`config.mk`:
```
export PLATFORM = sky130hd
export DESIGN_NAME = motor_pwm_driver
export DESIGN_NICKNAME = d
export VERILOG_FILES = /design/src/rtl/motor_pwm_driver.sv
export SDC_FILE = /design/constraint.sdc
export NUM_CORES = 1
export LEC_CHECK = 0
export ABC_CLOCK_PERIOD_IN_PS = 2820
export BUFFER_PORTS_ARGS = -buffer_cell sky130_fd_sc_hd__buf_2
export CORE_MARGIN = 5
export CORE_UTILIZATION = 50
export CTS_CLUSTER_DIAMETER = 80
export CTS_CLUSTER_SIZE = 12
export DETAILED_ROUTE_END_ITERATION = 10
export PLACE_DENSITY = 0.68
export REMOVE_ABC_BUFFERS = 1
export SLEW_MARGIN = 20
export SYNTH_ARGS = -nofsm -noshare
export SYNTH_HDL_FRONTEND = slang
export SYNTH_SLANG_ARGS = --single-unit
```
`constraint.sdc`:
```
create_clock -name clk -period 2.82 [get_ports clk]
set_input_delay 0.282 -clock clk [delete_from_list [all_inputs] [get_ports clk]]
set_output_delay 0.282 -clock clk [all_outputs]
set_load 0.05 [all_outputs]
```
`src/rtl/motor_pwm_driver.sv`:
```
// H-bridge driver for two DC motors: PWM speed control, valid/ready command
// interface and a forced all-low dead-time whenever the motion reverses.
module motor_pwm_driver #(
  parameter int PWM_BITS    = 8,
  parameter int PRESCALE    = 100,
  parameter int DEAD_CYCLES = 50
) (
  input  logic                clk,
  input  logic                rst,
  input  logic                cmd_valid,
  output logic                cmd_ready,
  input  logic [2:0]          estado,
  input  logic [PWM_BITS-1:0] duty,
  output logic [3:0]          pin,
  output logic                busy
);

  localparam int PS_W = (PRESCALE > 1) ? $clog2(PRESCALE) : 1;
  localparam int DC_W = (DEAD_CYCLES > 1) ? $clog2(DEAD_CYCLES) : 1;

  localparam logic [2:0] PAUSA     = 3'd0;
  localparam logic [2:0] RETROCESO = 3'd1;
  localparam logic [2:0] AVANCE    = 3'd2;
  localparam logic [2:0] GIROD     = 3'd3;
  localparam logic [2:0] GIROI     = 3'd4;

  typedef enum logic {S_RUN, S_DEAD} state_t;

  state_t              state_reg, state_next;
  logic [2:0]          estado_reg, pend_estado_reg;
  logic [PWM_BITS-1:0] duty_reg, duty_sh_reg, pend_duty_reg;
  logic [PS_W-1:0]     prescaler_reg;
  logic [PWM_BITS-1:0] pwm_cnt_reg;
  logic [DC_W-1:0]     dead_cnt_reg;
  logic [3:0]          pin_reg;

  logic       accept, tick, wrap, pwm_on, dead_done;
  logic       case_a, case_b, case_c;
  logic [2:0] estado_norm;

  function automatic logic [3:0] pattern(input logic [2:0] e);
    case (e)
      AVANCE:    pattern = 4'b0110;
      RETROCESO: pattern = 4'b1001;
      GIROD:     pattern = 4'b0101;
      GIROI:     pattern = 4'b1010;
      default:   pattern = 4'b0000;
    endcase
  endfunction

  assign cmd_ready   = (state_reg == S_RUN) & ~rst;
  assign busy        = (state_reg == S_DEAD);
  assign accept      = cmd_valid & cmd_ready;
  assign estado_norm = (estado > GIROI) ? PAUSA : estado;
  assign tick        = (prescaler_reg == PS_W'(PRESCALE - 1));
  assign wrap        = tick & (pwm_cnt_reg == {PWM_BITS{1'b1}});
  assign pwm_on      = (duty_reg == {PWM_BITS{1'b1}}) | (pwm_cnt_reg < duty_reg);
  assign dead_done   = (state_reg == S_DEAD) && (dead_cnt_reg == '0);
  assign pin         = pin_reg;

  always_ff @(posedge clk) begin
    if (rst) state_reg <= S_RUN;
    else     state_reg <= state_next;
  end

  // Reversal between two driven directions needs dead-time; anything via PAUSA is immediate.
  always_comb begin
    state_next = state_reg;
    case_a     = 1'b0;
    case_b     = 1'b0;
    case_c     = 1'b0;
    if (accept) begin
      if (estado_norm == estado_reg)
        case_a = 1'b1;
      else if ((estado_norm == PAUSA) || (estado_reg == PAUSA))
        case_b = 1'b1;
      else
        case_c = 1'b1;
    end
    if (case_c)    state_next = S_DEAD;
    if (dead_done) state_next = S_RUN;
  end

  always_ff @(posedge clk) begin
    if (rst) begin
      estado_reg      <= PAUSA;
      duty_reg        <= '0;
      duty_sh_reg     <= '0;
      pend_estado_reg <= PAUSA;
      pend_duty_reg   <= '0;
      prescaler_reg   <= '0;
      pwm_cnt_reg     <= '0;
      dead_cnt_reg    <= '0;
      pin_reg         <= 4'b0000;
    end else begin
      if (case_b || dead_done) begin
        prescaler_reg <= '0;
        pwm_cnt_reg   <= '0;
      end else begin
        prescaler_reg <= tick ? '0 : prescaler_reg + PS_W'(1);
        if (tick) pwm_cnt_reg <= pwm_cnt_reg + PWM_BITS'(1);
      end

      // Shadowed duty only takes effect at a period boundary; a same-edge write to the shadow wins.
      if (wrap)   duty_reg    <= duty_sh_reg;
      if (case_a) duty_sh_reg <= duty;

      if (case_b) begin
        estado_reg  <= estado_norm;
        duty_reg    <= duty;
        duty_sh_reg <= duty;
      end

      if (case_c) begin
        pend_estado_reg <= estado_norm;
        pend_duty_reg   <= duty;
        dead_cnt_reg    <= DC_W'(DEAD_CYCLES - 1);
      end else if ((state_reg == S_DEAD) && (dead_cnt_reg != '0)) begin
        dead_cnt_reg <= dead_cnt_reg - DC_W'(1);
      end

      if (dead_done) begin
        estado_reg  <= pend_estado_reg;
        duty_reg    <= pend_duty_reg;
        duty_sh_reg <= pend_duty_reg;
      end

      pin_reg <= ((state_reg == S_RUN) && pwm_on) ? pattern(estado_reg) : 4'b0000;
    end
  end

endmodule

```
After elaboration in Yosys (flattened, before gate mapping)
Cells that the tools add are included.
- bits in registers: 56
- input bits: 14
- output and inout bits: 6
- logic and storage cells: 69
- add/subtract/negate cells: 3
- order comparisons: 2
- eq/ne operators: 8
- muxes and demuxes: 20
- bitwise operators: 7
- reductions and logical operators: 18
- operators by type and width (kind ; count):
    8-bit two-way mux ; 6
    8-bit equality test, second input constant ; 2
    4-bit case mux with 4 select lines ; 1
    6-bit two-way mux ; 2
    3-bit two-way mux ; 3
    8-bit by 1-bit adder with 8-bit output, second input constant ; 1
    8-bit less-than comparator ; 1
    1-bit two-way mux ; 8
    2-bit OR reduction ; 4
    7-bit by 1-bit adder with 7-bit output, second input constant ; 1
    7-bit equality test, second input constant ; 1
    3-bit by 2-bit equality test with 1-bit output, second input constant ; 2
    3-bit zero test ; 2
    6-bit zero test ; 1
    3-bit nonzero test ; 2
    6-bit nonzero test ; 1
    6-bit by 1-bit subtractor with 6-bit output, second input constant ; 1
    2-bit nonzero test ; 2
    1-bit bitwise AND ; 3
    3-bit by 1-bit equality test with 1-bit output, second input constant ; 1
    3-bit equality test ; 1
    3-bit equality test, second input constant ; 1
    3-bit > comparator, second input constant ; 1
    1-bit logical AND ; 3
    4 further kinds ; 7

Depth between registers and ports, before layout
Gate-level depths: netlist of run 1.
- depth after elaboration: 9
- mapped depth: 10
- gate-level depth less buffers: 7

Worst setup path before layout of run 1
No wires, ideal clock.
- kind: flip-flop to flip-flop
- start point: reg state_reg (netlist: busy)
- end point: reg duty_sh_reg[5]
- setup time: 0.060 ns
- arrival time: 2.170 ns
- data required time: 2.760 ns
- path slack: 0.591 ns
- cell stages (with the launch flop): 7
- path buffers: 1
- period minus slack after synthesis: 2.229 ns
- path through: dfxtp_1 > nor2_1 > and2_1 > o31ai_2 > buf_2 > a221o_1 > nand2_1
- longest elaborated chain between the ends: 6
- elaborated cells on any way between the ends: 9
- those cells by class: mux: 4; bitwise: 3; reduce/logical: 2
- RTL lines (item ; line ; RTL):
    start: declaration ; 29 ; state_t state_reg, state_next;
    start signal: assignment ; 63 ; else state_reg <= state_next;
    1-bit NOT * ; 51 ; assign cmd_ready = (state_reg == S_RUN) & ~rst;
    1-bit bitwise AND * ; 51 ;
    named net cmd_ready ; 11 ; output logic cmd_ready,
    1-bit bitwise AND * ; 53 ; assign accept = cmd_valid & cmd_ready;
    1-bit two-way mux ; 72 ; if (accept) begin
    8-bit two-way mux ; 108 ; if (case_b) begin
    8-bit two-way mux ; 122 ; if (dead_done) begin
    end signal: assignment ; 106 ; if (case_a) duty_sh_reg <= duty;
    end signal: assignment ; 111 ; duty_sh_reg <= duty;
    end signal: assignment ; 125 ; duty_sh_reg <= pend_duty_reg;
    end: declaration ; 31 ; logic [PWM_BITS-1:0] duty_reg, duty_sh_reg, pend_duty_reg;
The timed path passes the listed nets; every way through them passes the cells marked *.
A chain may end at the register's enable or synchronous reset.

Final worst setup path of run 1
- start point: reg estado_reg[2]
- end point: reg duty_reg[6]
- longest elaborated chain between the ends: 7
- elaborated cells on any way between the ends: 9
- those cells by class: eq/ne: 1; mux: 5; reduce/logical: 3
- RTL lines (item ; line ; RTL):
    start: declaration ; 30 ; logic [2:0] estado_reg, pend_estado_reg;
    start signal: assignment ; 109 ; estado_reg <= estado_norm;
    start signal: assignment ; 123 ; estado_reg <= pend_estado_reg;
    3-bit zero test ; 75 ; else if ((estado_norm == PAUSA) || (estado_reg == PAUSA))
    1-bit logical OR ; 75 ;
    1-bit two-way mux ; 75 ;
    1-bit two-way mux * ; 73 ; if (estado_norm == estado_reg)
    1-bit two-way mux * ; 72 ;
    8-bit two-way mux ; 108 ;
    8-bit two-way mux ; 122 ;
    end signal: assignment ; 105 ; if (wrap) duty_reg <= duty_sh_reg;
    end signal: assignment ; 110 ; duty_reg <= duty;
    end signal: assignment ; 124 ; duty_reg <= pend_duty_reg;
    end: declaration ; 31 ;
Mark *: on every way between the ends. The rest lies on a longest branch, timed or not.

==> results of run 1 <==
==> metrics by stage <==
step | instances | hold slack, ns
floorplan | 324 | 0.351
global placement | 424 | 0.434
detailed placement | 424 | 0.444
CTS | 432 | 0.208
global route | 432 | 0.197
finish | 432 | 0.216
==> cell usage in the layout, fill, tap and decap left out, types with 3 or more instances in the layout <==
| cell type | n |
|---|---|
| sky130_fd_sc_hd__nor3_1 | 14 |
| sky130_fd_sc_hd__nor2_1 | 19 |
| sky130_fd_sc_hd__mux2_1 | 7 |
| sky130_fd_sc_hd__and3_1 | 7 |
| sky130_fd_sc_hd__a21oi_1 | 22 |
| sky130_fd_sc_hd__nand4b_1 | 8 |
| sky130_fd_sc_hd__o21ai_0 | 13 |
| sky130_fd_sc_hd__buf_2 | 19 |
| sky130_fd_sc_hd__nor2_2 | 7 |
| sky130_fd_sc_hd__or3_1 | 4 |
| sky130_fd_sc_hd__nand4_1 | 3 |
| sky130_fd_sc_hd__nand3_1 | 22 |
| sky130_fd_sc_hd__buf_4 | 9 |
| sky130_fd_sc_hd__clkbuf_8 | 5 |
| sky130_fd_sc_hd__xnor2_1 | 14 |
| sky130_fd_sc_hd__ha_1 | 11 |
| sky130_fd_sc_hd__inv_1 | 13 |
| sky130_fd_sc_hd__a221o_1 | 8 |
| sky130_fd_sc_hd__a311oi_1 | 10 |
| sky130_fd_sc_hd__xor2_1 | 7 |
| sky130_fd_sc_hd__dfxtp_1 | 56 |
| sky130_fd_sc_hd__nor2b_1 | 3 |
| sky130_fd_sc_hd__nand2_1 | 46 |
==> worst max-delay path by stage <==
| stage | endpoint | depth (start not counted) | slack (ns) | startpoint |
|---|---|---|---|---|
| 6_report | duty_reg[6] | 5 | 0.31 | estado_reg[2] |
| 5_1_grt | duty_reg[4] | 5 | 0.08 | estado_reg[2] |
| 4_1_cts | duty_reg[6] | 5 | 0.29 | estado_reg[2] |
| 3_5_place_dp | duty_reg[6] | 5 | 0.30 | estado_reg[2] |
| 3_3_place_gp | duty_reg[6] | 5 | 0.40 | estado_reg[2] |
| 2_1_floorplan | duty_sh_reg[0] | 6 | 0.51 | dead_cnt_reg[0] |
==> area by class of cell <==
| type | count | area (um2) | share of cell area |
|---|---|---|---|
| clock inverters | 3 | 46.3 | 0.0145 |
| repair buffers | 28 | 163 | 0.0511 |
| clock buffers | 5 | 68.8 | 0.0216 |
| flip-flops and latches | 56 | 1120 | 0.352 |
| multi-input cells | 255 | 1650 | 0.517 |
| well taps | 72 | 90.1 | 0.0283 |
| inverters | 13 | 48.8 | 0.0153 |
==> cells by family after synthesis <==
kind of cell / share of synthesized area
AOI/OAI and AO/OA: 0.163
xor gates and xnor gates: 0.0629
adders and majority gates: 0.0471
buffers and inverters: 0.0535
DFF: 0.383
muxes: 0.0308
and+or+nand+nor: 0.259
==> power groups by stage <==
| stage | clock network, mW | logic [mW] | registers, mW |
|---|---|---|---|
| floorplan | 0 | 0.190 | 0.888 |
| global placement | 0 | 0.293 | 0.882 |
| detailed placement | 0 | 0.297 | 0.884 |
| CTS | 0.557 | 0.299 | 0.866 |
| global route | 0.596 | 0.332 | 0.873 |
| finish | 0.541 | 0.296 | 0.867 |
==> routing by layer <==
metal  share of wire  global-route usage  vias up
met1            0.47               0.254     1161
met2            0.47               0.284       59
li1                -                   -     1261
met5               0                   0        -
met3           0.044              0.0428        8
met4           0.015              0.0524        0
==> critical path: stages, from the launching register on <==
cell and delay (ns):
sky130_fd_sc_hd__dfxtp_1 0.53, sky130_fd_sc_hd__or3b_1 0.43, sky130_fd_sc_hd__a2111o_1 0.41, sky130_fd_sc_hd__nand3_1 0.42, sky130_fd_sc_hd__nand2b_1 0.33, sky130_fd_sc_hd__a311oi_1 0.31
==> impl_metrics.ini, run 1 <==
[run_status]
result_of_the_run = finished, final reports clean

[clocking]
ctsHoldBuffers = 0
cts-buffers-inserted = 5
cts-htree-levels = 2
cts_tree = yes
cts_buffer_depth = 2
cts_num_sinks = 56
clockRootBuffer = sky130_fd_sc_hd__clkbuf_8
clkLatencyLatePin_ns = 0.32
cts.repair_timing.setup_buffer_count = 0
worst_setup_hold_path_clk_slew_ns = 0.10
post_cts_resized = 0

[power]
power.share.switching = 0.290
power.sequential.fraction = 0.509
power.static_leakage_nw = 1.19
p_int_mw = 1.21
combinationalPowerShare = 0.174
pwr-share-clk = 0.318
peakVddDrop_mv = 0.326
netSwitchingPower_uw = 494
pwr_dens_nw_per_um2 = 535
fin_total_pwr_mw = 1.70

[placed_design]
detailed_place.area_um2 = 3070
place_congestion = 0.843
port-buffer-count = 19
place_hpwl_um = 4480
dp_worst_setup_slack_ns = 0.296

[setup_path]
ff2ff_path_depth = 5
r2r_start = estado_reg[2]
worstPathMaxFanout = 12
timing.critical_path.required_ns = 3.06
setup.reg_to_reg.worst_slack_ns = 0.31
criticalPathCategory = reg -> reg
rr_endpoint = duty_reg[6]
endpoint_kind = flop
startpoint_class_of_the_critical_path = flop
critPathArrivalTime_ns = 2.75

[floorplanning]
boundaryPins = 20
floorplan.die.height_um = 86.5
fp.dieArea_um2 = 7480
placement_rows = 27
design.core.area_um2 = 5610
initial_utilization = 0.521
die_w_um = 86.5

[timing]
finalSetupTns_ns = 0
max_slew.worst_pin.slew_ns = 0.837
setup_viol = 0
final.period_utilization = 0.889
timing.clock.skew_ns = 0.00624
fmax_mhz = 399
finalCriticalPeriod_ns = 2.51
finalHoldViolations = 0
timing.final.ws_setup_ns = 0.312
grt_setup_unrepaired = no
final-max-slew-violation-count = 0
timing.max_slew.rel_slack = 0.438

[route]
num_vias = 2489
via_per_inst = 5.76
routedWlPerCell_um = 14.9
remaining_drc_errors = 0
drt_iter0_drc = 173
first_pass_iters = 4
antenna_left = 0
drt_wl_total_um = 6440

[synthesis]
netlist_instances = 347
yosys-top-cells-count = 56 x sky130_fd_sc_hd__dfxtp_1, 46 x sky130_fd_sc_hd__nand2_1, 22 x sky130_fd_sc_hd__a21oi_1, 22 x sky130_fd_sc_hd__nand3_1, 19 x sky130_fd_sc_hd__nor2_1
synth_async_sr_flop_share = 0
post_synth_main_area_contributors = sky130_fd_sc_hd__dfxtp_1 38%, sky130_fd_sc_hd__nand2_1 5.9%, sky130_fd_sc_hd__ha_1 4.7%
ys_seq_elements = 56
postSynthAreaPerCell_um2 = 8.43
syn_area_um2 = 2920
dominant_cell_by_count_in_the_synthesized_netlist = sky130_fd_sc_hd__dfxtp_1
synth_sequential_area_ratio = 0.383
synthFlopType = sky130_fd_sc_hd__dfxtp_1
synth-edff-count = 0
count_of_warnings_emitted_by_yosys = 0
post-synth-top-area-cell = sky130_fd_sc_hd__dfxtp_1
synthDistinctLibCells = 51
synthDominantCellAreaShare = 0.383

[final_layout]
finalInstanceArea_um2 = 3180
synthToLayoutAreaGrowth_pct = 8.90
num-fill-cells = 540
final_layout_size_suffix_gt1_frac = 0.139
antennaDiodeCount = 0
nets = 384
layout.core_utilization = 0.568

[grt]
grt_start_max_net_pins = 48
global_route.usage.total = 0.183
first_global_vias = 2344
grt_antenna_before_repair = 0
grt_overflow = 0
grt_pass1_wl_um = 11100

[min_path]
hold-path-endpoint = pend_duty_reg[7]
timing.hold.worst_path_depth = 3
min-delay-path-class = in -> reg
timing.hold.worst.start = duty[7]

[run]
drv.max_cap_violation_count = 0
No activity file was read; power rests on OpenSTA's default activity.
==> run 2: changes to the inputs <==
Settings changed: GPL_TIMING_DRIVEN set to 1, MAX_ROUTING_LAYER set to met4.
==> impl_metrics.ini, run 2 (synthesis gave the netlist of run 1 again) <==
[route]
num_vias = 2484
drt_iter0_drc = 167
remaining_drc_errors = 0
first_pass_iters = 4
antenna_left = 0
routedWlPerCell_um = 14.9
via_per_inst = 5.75
drt_wl_total_um = 6420

[clocking]
cts_buffer_depth = 2
worst_setup_hold_path_clk_slew_ns = 0.11
clkLatencyLatePin_ns = 0.32
cts-htree-levels = 2
cts_tree = yes
cts-buffers-inserted = 5
clockRootBuffer = sky130_fd_sc_hd__clkbuf_8
post_cts_resized = 0
cts_num_sinks = 56
cts.repair_timing.setup_buffer_count = 0
ctsHoldBuffers = 0

[placed_design]
place_hpwl_um = 4480
port-buffer-count = 19
place_congestion = 0.857
placedCellCount = 424

[timing]
timing.clock.skew_ns = 0.00651
max_slew.worst_pin.slew_ns = 0.837
setup_viol = 0
fmax_mhz = 398
finalSetupTns_ns = 0
timing.max_slew.rel_slack = 0.438
finalHoldViolations = 0
grt_setup_unrepaired = no
finalCriticalPeriod_ns = 2.51
final-max-slew-violation-count = 0
final.period_utilization = 0.891

[floorplanning]
initial_utilization = 0.521
fp.dieArea_um2 = 7480
floorplan.die.height_um = 86.5
design.core.area_um2 = 5610
die_w_um = 86.5
placement_rows = 27
boundaryPins = 20

[setup_path]
timing.critical_path.required_ns = 3.06
worstPathMaxFanout = 12
critPathArrivalTime_ns = 2.75
endpoint_kind = flop
criticalPathCategory = reg -> reg
startpoint_class_of_the_critical_path = flop

[final_layout]
final_layout_size_suffix_gt1_frac = 0.139
num-fill-cells = 540
layoutNonFillerInstCount = 432
antennaDiodeCount = 0
nets = 384
layout.cells.most_common = sky130_fd_sc_hd__dfxtp_1
layout.cells.most_common_list = 56 x sky130_fd_sc_hd__dfxtp_1, 46 x sky130_fd_sc_hd__nand2_1, 22 x sky130_fd_sc_hd__a21oi_1, 22 x sky130_fd_sc_hd__nand3_1
layout.core_utilization = 0.568
synthToLayoutAreaGrowth_pct = 8.90

[power]
pwr_dens_nw_per_um2 = 535
peakVddDrop_mv = 0.327
power.static_leakage_nw = 1.19

[grt]
global_route.usage.met1 = 0.254
grt_overflow = 0
grt_antenna_before_repair = 0
gr-max-usage-layer = met2
use_met2 = 0.284
global_route.usage.total = 0.188
grt_start_max_net_pins = 48
grt_pass1_wl_um = 11100
met3_usage = 0.0428
first_global_vias = 2351

[run]
drv.max_cap_violation_count = 0

[min_path]
min-delay-path-class = in -> reg

[run_status]
result_of_the_run = finished, final reports clean
## run 2: cell counts in the layout (fill, tap and decap cells not counted)
Identical to the previous run, type by type.
## run 2: worst max-delay path, cell delays in order, from the launching register on
cell and delay, ns:
sky130_fd_sc_hd__dfxtp_1 0.53, sky130_fd_sc_hd__or3b_1 0.43, sky130_fd_sc_hd__a2111o_1 0.41, sky130_fd_sc_hd__nand3_1 0.42, sky130_fd_sc_hd__nand2b_1 0.34, sky130_fd_sc_hd__a311oi_1 0.31
## run 2: cell type report
type                       instances  area, um2  area share
inverter                          13       48.8      0.0153
tap                               72       90.1      0.0283
clock buffer                       5       68.8      0.0216
multi-input combinational        255       1650       0.517
sequential                        56       1120       0.352
timing repair buffer              28        163      0.0511
clock inverter                     3       46.3      0.0145
## run 2: worst paths after layout
path / startpoint / endpoint / slack (ns) / cells after the start
min reg2reg: prescaler_reg[0] / prescaler_reg[0] / 0.46 / 1
max reg2reg: estado_reg[2] / duty_reg[6] / 0.31 / 5
max: estado_reg[2] / duty_reg[6] / 0.31 / 5
min: duty[7] / pend_duty_reg[7] / 0.21 / 3
## run 2: report_power, final
group	internal, mW	leakage [nW]	switching [mW]
Sequential	0.831	0.454	0.0354
Combinational	0.112	0.682	0.185
Clock	0.268	0.0548	0.274
## run 2: per-stage QoR
stage / setup WS (ns) / instance area, um2 / power, mW / hold slack, ns
floorplan: 0.515 / 2820 / 1.08 / 0.351
global placement: 0.399 / 3070 / 1.17 / 0.434
detailed placement: 0.296 / 3070 / 1.18 / 0.444
CTS: 0.288 / 3180 / 1.72 / 0.208
global route: 0.0809 / 3180 / 1.80 / 0.199
finish: 0.307 / 3180 / 1.71 / 0.214
## run 2: metal layers
metal  share of wire  vias up  routed length (um)
met3           0.047        8                 300
met1            0.47     1166                3040
met4           0.015        0                  99
li1                -     1257                   -
met5               0        -                   0
met2            0.46       53                2980
==> run 3: changes to the inputs <==
--- a/config.mk
+++ b/config.mk
@@ -9,11 +9,10 @@
 export BUFFER_PORTS_ARGS = -buffer_cell sky130_fd_sc_hd__buf_2
 export CORE_MARGIN = 5
-export CORE_UTILIZATION = 50
+export CORE_UTILIZATION = 60
 export CTS_CLUSTER_DIAMETER = 80
-export CTS_CLUSTER_SIZE = 12
 export DETAILED_ROUTE_END_ITERATION = 10
 export GPL_TIMING_DRIVEN = 1
 export MAX_ROUTING_LAYER = met4
-export PLACE_DENSITY = 0.68
+export PLACE_DENSITY = 0.79
 export REMOVE_ABC_BUFFERS = 1
 export SLEW_MARGIN = 20
==> constraint.sdc (replaced) <==
create_clock -name clk -period 2.82 [get_ports clk]
set_input_delay 0.282 -clock clk [delete_from_list [all_inputs] [get_ports clk]]
set_output_delay 0.282 -clock clk [all_outputs]
set_load 0.01 [all_outputs]
==> impl_metrics.ini, run 3 (synthesis gave the netlist of run 1 again) <==
[setup_path]
endpoint_kind = flop
critical_path.cell_chain = or3b_1 -> a2111o_1 -> nand3_1 -> nand2b_1 -> a311oi_1
cpPeakStageDelay_ns = 0.49
critPathTopFamily = simple AND/OR/NAND/NOR gates
critPathArrivalTime_ns = 2.73
r2r_start = estado_reg[2]
crit_path_top_delay_cell = sky130_fd_sc_hd__dfxtp_1
timing.critical_path.required_ns = 3.04
critical_path_buf_inv_count = 0
worstPathMaxFanout = 12
crit_start = estado_reg[2]
criticalPathCategory = reg -> reg
startpoint_class_of_the_critical_path = flop

[clocking]
cts-buffers-inserted = 5
cts_tree = yes
clkLatencyLatePin_ns = 0.31
clockRootBuffer = sky130_fd_sc_hd__clkbuf_8
ctsHoldBuffers = 0
worst_setup_hold_path_clk_slew_ns = 0.10
post_cts_resized = 0
cts-htree-levels = 2
cts.repair_timing.setup_buffer_count = 0
cts_num_sinks = 56
cts_buffer_depth = 2

[final_layout]
antennaDiodeCount = 0
layout.cells.most_common = sky130_fd_sc_hd__dfxtp_1
layoutNonFillerInstCount = 426
nets = 383
final_layout_size_suffix_gt1_frac = 0.136
layout.cells.most_common_list = 56 x sky130_fd_sc_hd__dfxtp_1, 46 x sky130_fd_sc_hd__nand2_1, 22 x sky130_fd_sc_hd__a21oi_1, 22 x sky130_fd_sc_hd__nand3_1
synthToLayoutAreaGrowth_pct = 7.79

[timing]
final-max-slew-violation-count = 0
final.period_utilization = 0.889
timing.max_slew.rel_slack = 0.370
timing.final.ws_setup_ns = 0.312
finalHoldViolations = 0
grt_setup_unrepaired = no
setup_viol = 0
timing.clock.skew_ns = 0.00633
max_slew.worst_pin.slew_ns = 0.938
fmax_mhz = 399
finalCriticalPeriod_ns = 2.51
finalSetupTns_ns = 0

[grt]
first_global_vias = 2416
global_route.usage.met1 = 0.272
grt_pass1_wl_um = 10900
global_route.usage.total = 0.215
grt_antenna_before_repair = 0
grt_start_max_net_pins = 49
gr-max-usage-layer = met2
use_met2 = 0.352
met3_usage = 0.0361
grt_overflow = 0

[min_path]
min-delay-path-class = in -> reg
timing.hold.worst.start = duty[1]

[placed_design]
place_congestion = 0.917
place_hpwl_um = 4500
dp_worst_setup_slack_ns = 0.334
placedCellCount = 418
port-buffer-count = 19

[route]
via_per_inst = 5.97
routedWlPerCell_um = 15.0
drt_iter0_drc = 287
remaining_drc_errors = 0
first_pass_iters = 5
num_vias = 2545
drt_wl_total_um = 6370
antenna_left = 0

[floorplanning]
placement_rows = 25
fp.dieArea_um2 = 6370
initial_utilization = 0.619
floorplan.die.height_um = 79.8
design.core.area_um2 = 4720
boundaryPins = 20
die_w_um = 79.8

[run]
drv.max_cap_violation_count = 0

[power]
pwr_dens_nw_per_um2 = 510
peakVddDrop_mv = 0.358
power.static_leakage_nw = 1.18

[run_status]
result_of_the_run = finished, final reports clean
run 3: cell types whose count changed in the layout (fill, tap and decap cells not counted):
cell                         delta
sky130_fd_sc_hd__bufinv_16      -1
sky130_fd_sc_hd__buf_4          -1
sky130_fd_sc_hd__clkinv_2       +1
sky130_fd_sc_hd__clkbuf_8       +1
sky130_fd_sc_hd__clkinvlp_4     -1
run 3: path summary, 6_finish.rpt:
path                                         end  slack (ns)  cells after the start
worst max-delay path                 duty_reg[6]        0.31                      5
worst min-delay path            pend_duty_reg[1]        0.23                      3
worst max register to register       duty_reg[6]        0.31                      5
worst min register to register  prescaler_reg[0]        0.46                      1
run 3: worst min-delay path, cell delays in order:
cell                      delay (ns)
sky130_fd_sc_hd__buf_2          0.10
sky130_fd_sc_hd__nand3_1        0.06
sky130_fd_sc_hd__a21oi_1        0.05
run 3: metal layers:
metal,vias to the layer above,part of all wire
met1,1193,0.46
met2,93,0.47
met3,6,0.059
li1,1253,-
met5,-,0
met4,0,0.0082
run 3: final cells by class:
class                   instances  area (um2)
clock inverters                 2        13.8
repair buffers                 27         155
flip-flops and latches         56        1120
fillers                       397        1570
clock buffers                   6        82.6
inverters                      13        48.8
well taps                      67        83.8
multi-input cells             255        1650
run 3: per-stage QoR:
stage,power (mW),area (um2),util,hold WS [ns]
after global placement,1.15,3060,0.647,0.429
after detailed placement,1.16,3060,0.647,0.454
final,1.61,3150,0.667,0.231
after CTS,1.62,3150,0.667,0.229
after global routing,1.69,3150,0.667,0.228
after floorplan,1.06,2820,-,0.351
run 3: power breakdown:
part	internal, mW	switching, mW	total (mW)
Clock	0.201	0.258	0.460
Combinational	0.111	0.172	0.283
Sequential	0.831	0.0345	0.865
Total	1.14	0.465	1.61
